--- config.mk ---
export PLATFORM = sky130hd
export DESIGN_NAME = vend_txn_ctrl
export DESIGN_NICKNAME = d
export VERILOG_FILES = /design/src/rtl/vend_pkg.sv /design/src/rtl/vend_price_rom.sv /design/src/rtl/vend_txn_ctrl.sv
export SDC_FILE = /design/constraint.sdc
export NUM_CORES = 1
export LEC_CHECK = 0
export CORE_MARGIN = 8
export CORE_UTILIZATION = 54
export DETAILED_ROUTE_END_ITERATION = 7
export GPL_ROUTABILITY_DRIVEN = 0
export MAX_ROUTING_LAYER = met4
export PLACE_DENSITY = 0.9
export SYNTH_ARGS = -nofsm -noshare
export SYNTH_HDL_FRONTEND = slang
export SYNTH_SLANG_ARGS = --single-unit
--- constraint.sdc ---
create_clock -name clk -period 3.5 [get_ports clk]
set_input_delay 0.7 -clock clk [delete_from_list [all_inputs] [get_ports clk]]
set_output_delay 0.7 -clock clk [all_outputs]
set_load 0.02 [all_outputs]
--- src/rtl/vend_pkg.sv ---
// Shared types and constants for the vending transaction sequencer.
package vend_pkg;

    localparam int unsigned CREDIT_W_DEF = 8;

    typedef enum logic [1:0] {
        StIdle,
        StCheck,
        StDispense,
        StChange
    } state_e;

    localparam logic [2:0] CODE_1 = 3'd1;
    localparam logic [2:0] CODE_2 = 3'd2;
    localparam logic [2:0] CODE_3 = 3'd3;
    localparam logic [2:0] CODE_4 = 3'd4;
    localparam logic [2:0] CODE_5 = 3'd5;
    localparam logic [2:0] CODE_6 = 3'd6;

    localparam int unsigned PRICE_1 = 110;
    localparam int unsigned PRICE_2 = 150;
    localparam int unsigned PRICE_3 = 190;
    localparam int unsigned PRICE_4 = 230;
    localparam int unsigned PRICE_5 = 243;
    localparam int unsigned PRICE_6 = 30;

    function automatic logic is_valid_code(input logic [2:0] code);
        return (code != 3'd0) && (code != 3'd7);
    endfunction

endpackage

--- src/rtl/vend_price_rom.sv ---
// Combinational product-code to price lookup; valid is low for codes 0 and 7.
module vend_price_rom
    import vend_pkg::*;
#(
    parameter int unsigned CREDIT_W = CREDIT_W_DEF
) (
    input  logic [2:0]          code,
    output logic [CREDIT_W-1:0] price,
    output logic                valid
);

    always_comb begin
        price = '0;
        valid = is_valid_code(code);
        case (code)
            CODE_1:  price = CREDIT_W'(PRICE_1);
            CODE_2:  price = CREDIT_W'(PRICE_2);
            CODE_3:  price = CREDIT_W'(PRICE_3);
            CODE_4:  price = CREDIT_W'(PRICE_4);
            CODE_5:  price = CREDIT_W'(PRICE_5);
            CODE_6:  price = CREDIT_W'(PRICE_6);
            default: price = '0;
        endcase
    end

endmodule

--- src/rtl/vend_txn_ctrl.sv ---
// Vending transaction sequencer: credit accumulation, price check, dispense and change handshakes.
// Optional idle auto-refund is enabled by defining VEND_IDLE_TIMEOUT_EN.
module vend_txn_ctrl
    import vend_pkg::*;
#(
    parameter int unsigned CREDIT_W    = CREDIT_W_DEF,
    parameter int unsigned TIMEOUT_CYC = 1000
) (
    input  logic                clk,
    input  logic                rst_n,
    input  logic                coin_valid,
    input  logic [CREDIT_W-1:0] coin_value,
    output logic                coin_reject,
    input  logic                sel_valid,
    input  logic [2:0]          sel_type,
    input  logic                cancel,
    output logic [CREDIT_W-1:0] credit,
    output logic                disp_valid,
    output logic [2:0]          disp_type,
    input  logic                disp_ready,
    output logic                chg_valid,
    output logic [CREDIT_W-1:0] chg_amt,
    input  logic                chg_ready,
    output logic                sold,
    output logic                short_err
);

    if (TIMEOUT_CYC == 0) begin : g_bad_timeout
        $error("TIMEOUT_CYC must be nonzero");
    end

    state_e              state_q, state_d;
    logic [CREDIT_W-1:0] credit_q, credit_d;
    logic [2:0]          sel_q, sel_d;
    logic                disp_valid_q, disp_valid_d;
    logic [2:0]          disp_type_q, disp_type_d;
    logic                chg_valid_q, chg_valid_d;
    logic [CREDIT_W-1:0] chg_amt_q, chg_amt_d;
    logic                sold_q, sold_d;
    logic                short_err_q, short_err_d;
    logic                coin_reject_q, coin_reject_d;

    logic [CREDIT_W-1:0] price;
    logic                price_valid;
    logic [CREDIT_W:0]   coin_sum;
    logic [CREDIT_W-1:0] credit_idle;
    logic                timeout_hit;

    vend_price_rom #(
        .CREDIT_W (CREDIT_W)
    ) u_price_rom (
        .code  (sel_q),
        .price (price),
        .valid (price_valid)
    );

`ifdef VEND_IDLE_TIMEOUT_EN
    localparam int unsigned CNT_W = $clog2(TIMEOUT_CYC + 1);

    logic [CNT_W-1:0] idle_cnt_q;
    logic             idle_quiet;

    assign idle_quiet  = (state_q == StIdle) && (credit_q != '0) && !coin_valid && !sel_valid;
    assign timeout_hit = idle_quiet && (idle_cnt_q == CNT_W'(TIMEOUT_CYC - 1));

    always_ff @(posedge clk) begin
        if (!rst_n || !idle_quiet || timeout_hit) begin
            idle_cnt_q <= '0;
        end else begin
            idle_cnt_q <= idle_cnt_q + 1'b1;
        end
    end
`else
    assign timeout_hit = 1'b0;
`endif

    assign coin_sum = {1'b0, credit_q} + {1'b0, coin_value};

    always_comb begin
        state_d       = state_q;
        credit_d      = credit_q;
        sel_d         = sel_q;
        disp_valid_d  = disp_valid_q;
        disp_type_d   = disp_type_q;
        chg_valid_d   = chg_valid_q;
        chg_amt_d     = chg_amt_q;
        sold_d        = 1'b0;
        short_err_d   = 1'b0;
        coin_reject_d = 1'b0;
        credit_idle   = credit_q;

        unique case (state_q)
            StIdle: begin
                // Coin is folded in first so a same-cycle selection sees the new credit.
                if (coin_valid) begin
                    if (coin_sum[CREDIT_W]) begin
                        coin_reject_d = 1'b1;
                    end else begin
                        credit_idle = coin_sum[CREDIT_W-1:0];
                    end
                end
                credit_d = credit_idle;
                if ((cancel || timeout_hit) && (credit_idle != '0)) begin
                    chg_valid_d = 1'b1;
                    chg_amt_d   = credit_idle;
                    state_d     = StChange;
                end else if (sel_valid) begin
                    sel_d   = sel_type;
                    state_d = StCheck;
                end
            end
            StCheck: begin
                if (price_valid && (credit_q >= price)) begin
                    credit_d     = credit_q - price;
                    disp_valid_d = 1'b1;
                    disp_type_d  = sel_q;
                    state_d      = StDispense;
                end else begin
                    short_err_d = 1'b1;
                    state_d     = StIdle;
                end
            end
            StDispense: begin
                if (disp_ready) begin
                    disp_valid_d = 1'b0;
                    disp_type_d  = 3'd0;
                    sold_d       = 1'b1;
                    if (credit_q != '0) begin
                        chg_valid_d = 1'b1;
                        chg_amt_d   = credit_q;
                        state_d     = StChange;
                    end else begin
                        state_d = StIdle;
                    end
                end
            end
            StChange: begin
                if (chg_ready) begin
                    chg_valid_d = 1'b0;
                    chg_amt_d   = '0;
                    credit_d    = '0;
                    state_d     = StIdle;
                end
            end
            default: state_d = StIdle;
        endcase

        if ((state_q != StIdle) && coin_valid) begin
            coin_reject_d = 1'b1;
        end
    end

    always_ff @(posedge clk) begin
        if (!rst_n) begin
            state_q       <= StIdle;
            credit_q      <= '0;
            sel_q         <= 3'd0;
            disp_valid_q  <= 1'b0;
            disp_type_q   <= 3'd0;
            chg_valid_q   <= 1'b0;
            chg_amt_q     <= '0;
            sold_q        <= 1'b0;
            short_err_q   <= 1'b0;
            coin_reject_q <= 1'b0;
        end else begin
            state_q       <= state_d;
            credit_q      <= credit_d;
            sel_q         <= sel_d;
            disp_valid_q  <= disp_valid_d;
            disp_type_q   <= disp_type_d;
            chg_valid_q   <= chg_valid_d;
            chg_amt_q     <= chg_amt_d;
            sold_q        <= sold_d;
            short_err_q   <= short_err_d;
            coin_reject_q <= coin_reject_d;
        end
    end

    assign credit      = credit_q;
    assign disp_valid  = disp_valid_q;
    assign disp_type   = disp_type_q;
    assign chg_valid   = chg_valid_q;
    assign chg_amt     = chg_amt_q;
    assign sold        = sold_q;
    assign short_err   = short_err_q;
    assign coin_reject = coin_reject_q;

endmodule

Word-level counts from Yosys, hierarchy flattened:

Cells that the tools add are included.
W data, S select, Z words.

* register bits after elaboration: 29
* input bits: 18

* add/sub/neg operators: 2
* magnitude comparators: 1
* equal/unequal tests: 16
* muxes and demuxes: 35
* bitwise logic cells: 1
* reduce and logical (&&, ||, !) cells: 19

Operator list (count)
* $mux W8: 8
* $pmux W8 S3: 2
* $pmux W8 S6: 1
* $reduce_bool A8 Y1: 2
* $mux W1: 12
* $mux W2: 6
* $reduce_and A3 Y1: 4
* $ne A2 B2 Y1 const B: 5
* $add A8 B8 Y9: 1
* $eq A3 B3 Y1 const B: 3
* $reduce_bool A3 Y1: 3
* $ge A8 B8 Y1: 1
* $pmux W2 S4: 1
* $sub A8 B8 Y8: 1
* $eq A3 B2 Y1 const B: 2
* $mux W3: 2
* $ne A3 B3 Y1 const B: 2
* $pmux W3 S2: 1
* $reduce_and A5 Y1: 1
* $eq A2 B2 Y1 const B: 2
* $logic_and A1 B1 Y1: 4
* $reduce_and A2 Y1: 2
* $reduce_bool A2 Y1: 2
* $eq A3 B1 Y1 const B: 1
* 5 further kinds: 5

Longest topological paths before layout:

Gate-level depths: netlist of the first run.

* depth in word-level cells: 8
* depth in mapped cells: 13

Modules after synthesis:

From an unflattened synthesis of the first run, not the netlist that was laid out.

* cells, all modules: 275
* area, all modules: 2326.0 sq um

Modules (own cells, without submodules)
* vend_txn_ctrl: instances 1, cells each 259, area each 2224.6 sq um, seq. area each 580.6 sq um
* vend_price_rom: instances 1, cells each 16, area each 101.3 sq um, seq. area each 0.0 sq um

Worst setup path after synthesis of the first run:

OpenSTA, ideal clock, no wires.

* path type: input-to-reg
* start point: in coin_value[0]
* end point: reg chg_valid_q (netlist: chg_valid)
* arrival: 3.216 ns
* required time: 3.420 ns
* slack: 0.204 ns
* stages on the path: 10
* path through: ha_1 -> fa_1 -> a21o_1 -> and4_4 -> or3_4 -> a2111oi_4 -> a21oi_2 -> or2_1 -> buf_6 -> a211oi_2

* word-level cells in the longest chain between the ends: 8

RTL lines
* from (decl): line vend_txn_ctrl.sv:12 `input logic [CREDIT_W-1:0] coin_value,`
* $add A8 B8 Y9: line vend_txn_ctrl.sv:77 `assign coin_sum = {1'b0, credit_q} + {1'b0, coin_value};`
* $mux W8: line vend_txn_ctrl.sv:96 `if (coin_sum[CREDIT_W]) begin`
* $mux W8: line vend_txn_ctrl.sv:95 `if (coin_valid) begin`
* $mux W8: line vend_txn_ctrl.sv:92 `unique case (state_q)`
* $reduce_bool A8 Y1: line vend_txn_ctrl.sv:103 `if ((cancel || timeout_hit) && (credit_idle != '0)) begin`
* $logic_and A1 B1 Y1: line vend_txn_ctrl.sv:103
* $ne A2 B2 Y1 (no source line)
* $reduce_and A5 Y1 (no source line)
* to (signal assigned): line vend_txn_ctrl.sv:171 `chg_valid_q <= chg_valid_d;`
* to (decl): line vend_txn_ctrl.sv:37 `logic chg_valid_q, chg_valid_d;`

No other way between the ends. The select of a mux whose other input is x is not followed.
A chain may end at the register's enable or synchronous reset.

Worst setup path after layout of the first run:

* start point: in coin_value[0]
* end point: reg sel_q[0]

* word-level cells in the longest chain between the ends: 8

RTL lines
* $add A8 B8 Y9: line vend_txn_ctrl.sv:77
* $mux W8: line vend_txn_ctrl.sv:96
* $mux W8: line vend_txn_ctrl.sv:95
* $mux W8: line vend_txn_ctrl.sv:92
* $reduce_bool A8 Y1: line vend_txn_ctrl.sv:103
* $logic_and A1 B1 Y1: line vend_txn_ctrl.sv:103
* $not A1 Y1 (no source line)
* $reduce_and A3 Y1 (no source line)
* to (signal assigned): line vend_txn_ctrl.sv:168 `sel_q <= sel_d;`
* to (decl): line vend_txn_ctrl.sv:34 `logic [2:0] sel_q, sel_d;`

No other way between the ends. The select of a mux whose other input is x is not followed.

==> results of run 1 <==
==> layout by cell type (no fill, tap or decap), types with 5 or more instances in the layout <==
cell type / instances
nand4_1: 6
nor2b_1: 5
a211oi_2: 6
buf_4: 15
clkdlybuf4s50_1: 41
nor2_1: 26
a21oi_1: 26
o21ai_0: 20
a211oi_1: 6
nor3_1: 11
nand2_1: 25
inv_1: 7
xnor2_1: 7
dfxtp_1: 29
clkbuf_8: 5
nand3_1: 9
a22oi_1: 9
ha_1: 21
a32oi_1: 6
mux2_2: 5
==> logic make-up after synthesis <==
family,synth area share [%]
compound gates,30.2
simple gates,22.4
flops,23.5
buf+inv,5.12
fa+ha+maj,11.5
xor+xnor,3.90
mux,3.50
==> cell usage after synthesis (all sizes together), types with 5 or more instances <==
cell type and count:
nand4 6, a21oi 27, nand3 9, clkbuf 10
mux2 5, buf 6, o21ai 24, nor2b 5
nor2 26, xnor2 7, a22oi 9, inv 7
a211oi 12, nand2 26, ha 21, nor3 12
dfxtp 29, a32oi 6
==> state kept, by name (all words and copies together), names as in the netlist <==
| register | cells |
|---|---|
| sel_q | 3 |
| state_q | 2 |
| credit | 8 |
| chg_amt | 8 |
| chg_valid | 1 |
| disp_type | 3 |
| coin_reject | 1 |
| sold | 1 |
| short_err | 1 |
| disp_valid | 1 |
==> worst max path at each step <==
| stage | startpoint | to |
|---|---|---|
| floorplan | coin_value[0] | chg_valid |
| CTS | coin_value[0] | chg_valid |
| finish | coin_value[0] | sel_q[0] |
| global route | coin_value[0] | sel_q[0] |
| detailed placement | coin_value[0] | chg_valid |
| global placement | coin_value[0] | chg_valid |
==> tightest hold or removal path, stage by stage, from the launching register on <==
cell and delay, ns:
dfxtp_1 0.34, a21oi_1 0.07, nor2_1 0.07
==> metrics by stage <==
| step | utilization, % | worst slack, ns |
|---|---|---|
| 2_1_floorplan | - | 0.204 |
| 4_1_cts | 69.4 | 0.110 |
| 5_1_grt | 69.6 | -0.0246 |
| 3_5_place_dp | 67.4 | -0.161 |
| 6_report | 69.6 | 0.119 |
| 3_3_place_gp | 67.4 | -0.124 |
==> repair_timing <==
item                                    in CTS  in global routing
gates resized for setup                      0                  2
buffers inserted                             0                  0
endpoints found under the setup margin       0                  4
==> layer usage <==
layer	vias to the layer above	share of wire, %
met5	-	0
met4	0	2.7
met3	23	8.5
met2	138	48
met1	1230	41
li1	1247	-
==> where the power goes <==
part | switching [mW] | internal (mW)
combinational | 1.18 | 0.903
sequential | 0.126 | 0.431
clock | 0.143 | 0.137
==> area by class of cell <==
cell class	count	share of cell area (%)
well taps	52	2.13
clock buffers	5	2.26
repair buffers	56	17.1
clock inverters	3	0.574
multi-input cells	252	58.0
inverters	7	0.861
flip-flops and latches	29	19.0
==> run_results.csv, run 1 <==
group,metric,value,unit
status,status,"complete, no violations",
detailed_routing,first_pass_iters,5,
clock_network,hold_buffers,0,
clock_network,cts_tree,"done",
setup_path,critical_path.max_fanout,4,
clock_network,clock_sinks,29,
layout,syn_to_final_growth,23.6,%
clock_network,clk_pin_slew,0.06,ns
setup_path,cp_cell_sequence,"clkdlybuf4s50_1, ha_1, fa_1, a21o_1, and4_4, or3_4, a2111oi_4, buf_4, a31oi_1, o21ai_0, a21oi_1",
global_routing,antenna_found_initial,0,
placement,io_buffers,41,
timing,slew_violations,0,
layout,diodes,0,
logic_synthesis,yosys_most_used_dff,"dfxtp_1",
timing,hold_violations,0,
setup_path,cp.required,3.63,ns
logic_synthesis,synth_top_area_share,23.5,%
run,drv_cap,0,
die,fp.coreArea,4380,um2
power,ir_worst_vdd,367,uV
timing,finalCriticalPeriod,3.38,ns
logic_synthesis,synthTopCellsByArea,"dfxtp_1, ha_1, a21oi_1",
timing,finClkSkew,0.00712,ns
timing,rsz0062_at_grt,"true",
power,p_leak,1.18,nW
setup_path,r2r_cells,10,
setup_path,cp_slowest_cell,"clkdlybuf4s50_1",
layout,n_fill_cell,359,
setup_path,path_delay_family,"compound AO/OA/AOI/OAI gates",
detailed_routing,ant_nets,0,
logic_synthesis,ys_types,59,
die,die_area,6990,um2
logic_synthesis,synthCells,305,
timing,maxSlewHeadroom,48.8,%
detailed_routing,vias_per_cell,6.53,
logic_synthesis,synth_edf_count,0,
setup_path,worst-r2r-setup-slack,0.52,ns
placement,place_area,2960,um2
global_routing,gr-usage-all-layers,20.2,%
clock_network,clk_latency,0.29,ns
layout,multi_input_area,1770,um2
detailed_routing,drcViolationCount,0,
detailed_routing,wl_per_cell,17.5,um
timing,timing.fmax,296,MHz
layout,drive_above_1_share,13.1,%
placement,dp.cells,396,
setup_path,r2r_start,"credit[0]",
logic_synthesis,syn-num-nets,345,
layout,seq_area,581,um2
layout,final_nets,391,
hold_path,min_to,"disp_valid",
logic_synthesis,ys_ff_latch,29,
logic_synthesis,async_reset_ff_share,0,%
setup_path,critPathLaunchType,"input port",
timing,tns,0,ns
timing,tightest_slew,0.767,ns
timing,min_period_over_period,96.6,%
logic_synthesis,synth_largest_area_cell,"dfxtp_1",
clock_network,cts_buffers,5,
logic_synthesis,seq_area_frac_synth,23.5,%
hold_path,hold_path.class,"reg -> reg",
die,rows,24,
logic_synthesis,ys_warn_count,0,
clock_network,cts_root_buf,"clkbuf_8",
setup_path,path_depth,11,
global_routing,grt_overflow_total,0,
logic_synthesis,synthesis.area,2470,um2
timing,setup_viol,0,
setup_path,crit_type,"in -> reg",
setup_path,end_kind,"register",
power,power.total,2.92,mW
logic_synthesis,postSynthAreaPerCell,8.09,um2
setup_path,slowest_delay,0.42,ns
die,start_util,56.3,%
hold_path,holdPathStages,2,
global_routing,grt_max_degree,22,
setup_path,cp_num_buf_inv,2,
setup_path,crit_arrival,3.51,ns
setup_path,r2r-end,"sel_q[0]",
global_routing,grt_pass1_wl,11700,um
global_routing,grt_most_used_layer,"met2",
global_routing,gr-usage-met2,32.6,%
global_routing,met3_usage,5.08,%
power,p_per_area,958,nW/um2
detailed_routing,vias,2638,
die,io_pins,42,
die,die_h,83.6,um
detailed_routing,drtIter0Drc,238,
die,die_w,83.6,um
layout,design_area,3050,um2
global_routing,grt_pass1_vias,2534,
timing,holdWs,0.510,ns
clock_network,cts_max_path_buffers,2,
detailed_routing,routed_wl,7090,um
global_routing,use_met1,23.1,%
placement,hpwl,5240,um
layout,fin_cells,404,
clock_network,htree_num_levels,2,
hold_path,hp-start,"disp_valid",
No activity file was read; power rests on OpenSTA's default activity.
==> inputs of run 2 (changes only) <==
- CORE_UTILIZATION: 54 -> 55
- CTS_BUF_LIST: default -> sky130_fd_sc_hd__clkbuf_8
- PLACE_DENSITY: 0.9 -> 0.91
==> run 2 against run 1 <==
Net effect: sequential share of layout area up 0.14 points; non-clock buffer count down 3; final cell count down 0.74%; count of clock-buffer cells in the layout unchanged; critical path depth unchanged; setup slack better by 0.013 ns; highest routed layer unchanged.
==> run_results.csv, run 2 (synthesis gave the netlist of run 1 again) <==
group,metric,value,unit
layout,multi_input_area,1770,um2
setup_path,path_depth,11,
clock_network,cts_resized,0,
layout,fin_cells,401,
power,ir_worst_vdd,524,uV
layout,final_nets,388,
timing,holdWs,0.497,ns
clock_network,cts_root_buf,"clkbuf_8",
layout,layout_common_cells,"clkdlybuf4s50_1, dfxtp_1, nor2_1, a21oi_1, nand2_1",
die,die_h,83.0,um
power,clockPowerShare,9.7,%
placement,io_buffers,41,
detailed_routing,highest_layer,"met4",
timing,min_period_over_period,96.2,%
setup_path,crit_type,"in -> reg",
detailed_routing,vias,2538,
detailed_routing,drtIter0Drc,173,
layout,seq_area,581,um2
global_routing,antenna_found_initial,0,
placement,hpwl,5210,um
layout,syn_to_final_growth,22.7,%
timing,rsz0062_at_grt,"false",
setup_path,critical_path.max_fanout,4,
timing,maxSlewHeadroom,48.6,%
clock_network,cts_max_path_buffers,2,
power,switchingPower,1.43,mW
setup_path,path_delay_family,"compound AO/OA/AOI/OAI gates",
die,die_area,6890,um2
detailed_routing,wl_met2,3250,um
clock_network,clk_pin_slew,0.06,ns
power,seqPwrFrac,19.4,%
placement,dp.cells,393,
clock_network,cts_buffers,5,
layout,design_area,3030,um2
die,rows,24,
timing,slew_violations,0,
timing,setup_viol,0,
global_routing,grt_overflow_total,0,
layout,mostFrequentLayoutCell,"clkdlybuf4s50_1",
layout,n_fill_cell,350,
detailed_routing,ant_nets,0,
clock_network,hold_buffers,0,
timing,hold_violations,0,
setup_path,r2r_cells,10,
setup_path,cp_slowest_cell,"clkdlybuf4s50_1",
power,intPower,1.46,mW
placement,detailedPlace.worstSlack,-0.211,ns
layout,fin_util,69.5,%
clock_network,clock_sinks,29,
detailed_routing,routed_wl,6830,um
clock_network,htree_num_levels,2,
hold_path,holdPathStages,2,
clock_network,cts_tree,"done",
setup_path,critPathLaunchType,"input port",
hold_path,hold_path.class,"reg -> reg",
power,p_sw_share,49.5,%
power,power_frac_comb,70.9,%
detailed_routing,dr_wl_met3,443,um
detailed_routing,m1WireLength,3040,um
setup_path,cp_num_buf_inv,2,
global_routing,gr-usage-all-layers,20.1,%
setup_path,cp_cell_sequence,"clkdlybuf4s50_1, ha_1, fa_1, a21o_1, and4_4, or3_4, a2111oi_4, buf_4, a31oi_1, o21ai_0, a21oi_1",
power,p_leak,1.16,nW
die,io_pins,42,
setup_path,end_kind,"register",
clock_network,postCtsSetupBuffers,0,
power,p_per_area,954,nW/um2
timing,tightest_slew,0.771,ns
layout,drive_above_1_share,12.3,%
global_routing,grt_pass1_vias,2491,
setup_path,slowest_delay,0.44,ns
run,drv_cap,0,
detailed_routing,vias_per_cell,6.33,
global_routing,grt_pass1_wl,11600,um
die,die_w,83.0,um
global_routing,grt_max_degree,22,
status,status,"complete, no violations",
detailed_routing,wl_per_cell,17.0,um
setup_path,crit_arrival,3.50,ns
clock_network,clk_latency,0.29,ns
detailed_routing,first_pass_iters,5,
timing,finClkSkew,0.00992,ns
power,power.total,2.89,mW
timing,worst_slack,0.132,ns
detailed_routing,drcViolationCount,0,
die,fp.coreArea,4350,um2
placement,place_area,2930,um2
setup_path,cp.required,3.63,ns
timing,timing.fmax,297,MHz
die,start_util,56.7,%
layout,diodes,0,
timing,finalCriticalPeriod,3.37,ns
timing,tns,0,ns
## run 2: metal layers
| layer | vias to the layer above | GRT usage (%) |
|---|---|---|
| met5 | - | - |
| met4 | 0 | 5.91 |
| met3 | 12 | 4.39 |
| met2 | 103 | 33.9 |
| met1 | 1184 | 23.1 |
| li1 | 1239 | - |
## run 2: power by group through the flow
stage               clock network, mW  logic, mW  registers, mW
detailed placement                  0       1.99          0.564
CTS                             0.283       2.01          0.558
floorplan                           0       1.44          0.605
finish                          0.280       2.05          0.561
global placement                    0       1.93          0.560
global route                    0.295       2.24          0.576
## run 2: layout make-up
class	instances	area share [%]
clock inverter	3	0.579
timing repair buffer	53	16.5
multi-input combinational	252	58.4
tap	52	2.15
sequential	29	19.2
inverter	7	0.868
clock buffer	5	2.27
## run 2: worst min-delay path, cell delays in order (launching register included)
cell,delay (ns)
dfxtp_1,0.33
a21oi_1,0.06
nor2_1,0.07
## run 2: worst paths after layout
path | start | endpoint | slack, ns
max | coin_value[0] | sel_q[2] | 0.13
min | disp_valid | disp_valid | 0.50
max reg2reg | sel_q[1] | credit[4] | 0.47
min reg2reg | disp_valid | disp_valid | 0.50
==> inputs of run 3 (changes only) <==
- CORE_ASPECT_RATIO: default -> 0.8
==> run 3 against run 2 <==
Net effect: register-to-register slack worse by 0.06 ns; first-iteration DRC count increased by 67%; worst hold slack improved by 0.0079 ns; wire length is 7.2% higher; die area increased by 0.19%; non-clock buffer count grew 6; critical path depth stayed put; count of clock-buffer cells in the layout unchanged; global-route usage is 1.9 points higher; via count up 4.3%; critical path type unchanged.
==> run_results.csv, run 3 (synthesis gave the netlist of run 1 again) <==
group,metric,value,unit
timing,holdWs,0.505,ns
setup_path,r2r_start,"sel_q[1]",
timing,tightest_slew,0.789,ns
timing,tns,0,ns
power,power_frac_comb,70.5,%
layout,diodes,0,
run,drv_cap,0,
setup_path,r2r-end,"credit[1]",
detailed_routing,drtIter0Drc,289,
die,io_pins,42,
power,ir_worst_vdd,643,uV
global_routing,grt_max_degree,22,
layout,syn_to_final_growth,25.2,%
detailed_routing,first_pass_iters,5,
setup_path,cp_slowest_cell,"clkdlybuf4s50_1",
detailed_routing,vias_per_cell,6.44,
placement,io_buffers,41,
timing,slew_violations,0,
setup_path,crit_arrival,3.57,ns
detailed_routing,wl_per_cell,17.8,um
power,seqPwrFrac,18.2,%
setup_path,worst-r2r-setup-slack,0.41,ns
global_routing,grt_pass1_wl,12400,um
clock_network,cts_max_path_buffers,2,
clock_network,cts_root_buf,"clkbuf_8",
die,rows,21,
global_routing,gr-usage-all-layers,21.9,%
timing,hold_violations,0,
die,die_area,6900,um2
global_routing,grt_pass1_vias,2534,
setup_path,crit_type,"in -> reg",
timing,rsz0062_at_grt,"true",
clock_network,clock_sinks,29,
placement,hpwl,5380,um
hold_path,holdPathStages,2,
power,p_sw_share,48.6,%
hold_path,hold_path.class,"reg -> reg",
detailed_routing,vias,2647,
hold_path,min_to,"disp_type[2]",
setup_path,cp.required,3.64,ns
power,intPower,1.55,mW
power,p_per_area,977,nW/um2
clock_network,clk_latency,0.29,ns
detailed_routing,routed_wl,7330,um
global_routing,antenna_found_initial,0,
detailed_routing,dr_wl_met3,562,um
setup_path,r2r_cells,10,
setup_path,critical_path.max_fanout,12,
power,p_leak,1.20,nW
detailed_routing,ant_nets,0,
status,status,"complete, no violations",
clock_network,cts_buffers,5,
die,die_w,90.9,um
timing,maxSlewHeadroom,47.4,%
layout,mostFrequentLayoutCell,"clkdlybuf4s50_1",
timing,finClkSkew,0.00658,ns
layout,design_area,3090,um2
placement,dp.cells,404,
setup_path,startpoint,"coin_value[0]",
die,fp.coreArea,4260,um2
layout,drive_above_1_share,13.3,%
clock_network,htree_num_levels,2,
placement,detailedPlace.worstSlack,-0.253,ns
detailed_routing,highest_layer,"met4",
layout,layout_common_cells,"clkdlybuf4s50_1, dfxtp_1, nor2_1, a21oi_1, nand2_1",
setup_path,slowest_delay,0.42,ns
timing,worst_slack,0.0717,ns
setup_path,cp_cell_sequence,"clkdlybuf4s50_1, ha_1, fa_1, a21o_1, and4_4, or3_4, a2111oi_4, a21oi_2, buf_4, nor3_1, a211oi_2",
hold_path,hp-start,"disp_type[2]",
power,power.total,3.02,mW
detailed_routing,m1WireLength,3220,um
timing,finalCriticalPeriod,3.43,ns
timing,setup_viol,0,
detailed_routing,wl_met2,3420,um
global_routing,grt_overflow_total,0,
setup_path,critPathLaunchType,"input port",
layout,final_nets,394,
detailed_routing,drcViolationCount,0,
die,die_h,75.9,um
timing,min_period_over_period,98.0,%
clock_network,cts_tree,"done",
timing,timing.fmax,292,MHz
setup_path,end_kind,"register",
clock_network,postCtsSetupBuffers,0,
power,clockPowerShare,11.3,%
layout,fin_util,72.6,%
power,switchingPower,1.47,mW
die,start_util,58.0,%
clock_network,clk_pin_slew,0.07,ns
layout,fin_cells,411,
placement,place_area,2990,um2
## run 3: layout make-up
cell class / count / area [um2]
Multi-Input combinational cell: 252 / 1760
Fill cell: 332 / 1160
Sequential cell: 29 / 581
Timing Repair Buffer: 59 / 546
Tap cell: 57 / 71.3
Clock buffer: 5 / 68.8
Clock inverter: 2 / 35.0
Inverter: 7 / 26.3
## run 3: how the worst max path moves through the flow
stage | end | slack, ns
global route | chg_valid | -0.009
CTS | chg_valid | 0.04
global placement | chg_valid | -0.13
floorplan | chg_valid | 0.20
finish | chg_valid | 0.07
detailed placement | chg_valid | -0.25
## run 3: power groups by stage
stage,combinational (mW),sequential (mW),clock [mW]
finish,2.13,0.549,0.342
global route,2.33,0.560,0.355
floorplan,1.44,0.605,0
detailed placement,2.04,0.551,0
CTS,2.08,0.545,0.342
global placement,1.97,0.548,0
## run 3: critical path: cells and delay by family
kind            cells  cell delay [ns]
compound gates      4             0.78
fa+ha+maj           2             0.62
buf+inv             2             0.62
simple gates        3             0.86
## run 3: metal layers
metal	vias to the layer above	GRT usage, %
met2	140	34.7
li1	1246	-
met1	1244	27.4
met5	-	-
met4	0	6.20
met3	17	4.72
## run 3: repair_timing
item                                    4_1_cts  5_1_grt
gates resized for setup                       0        1
endpoints found under the setup margin        0        5
hold buffers                                  0        0
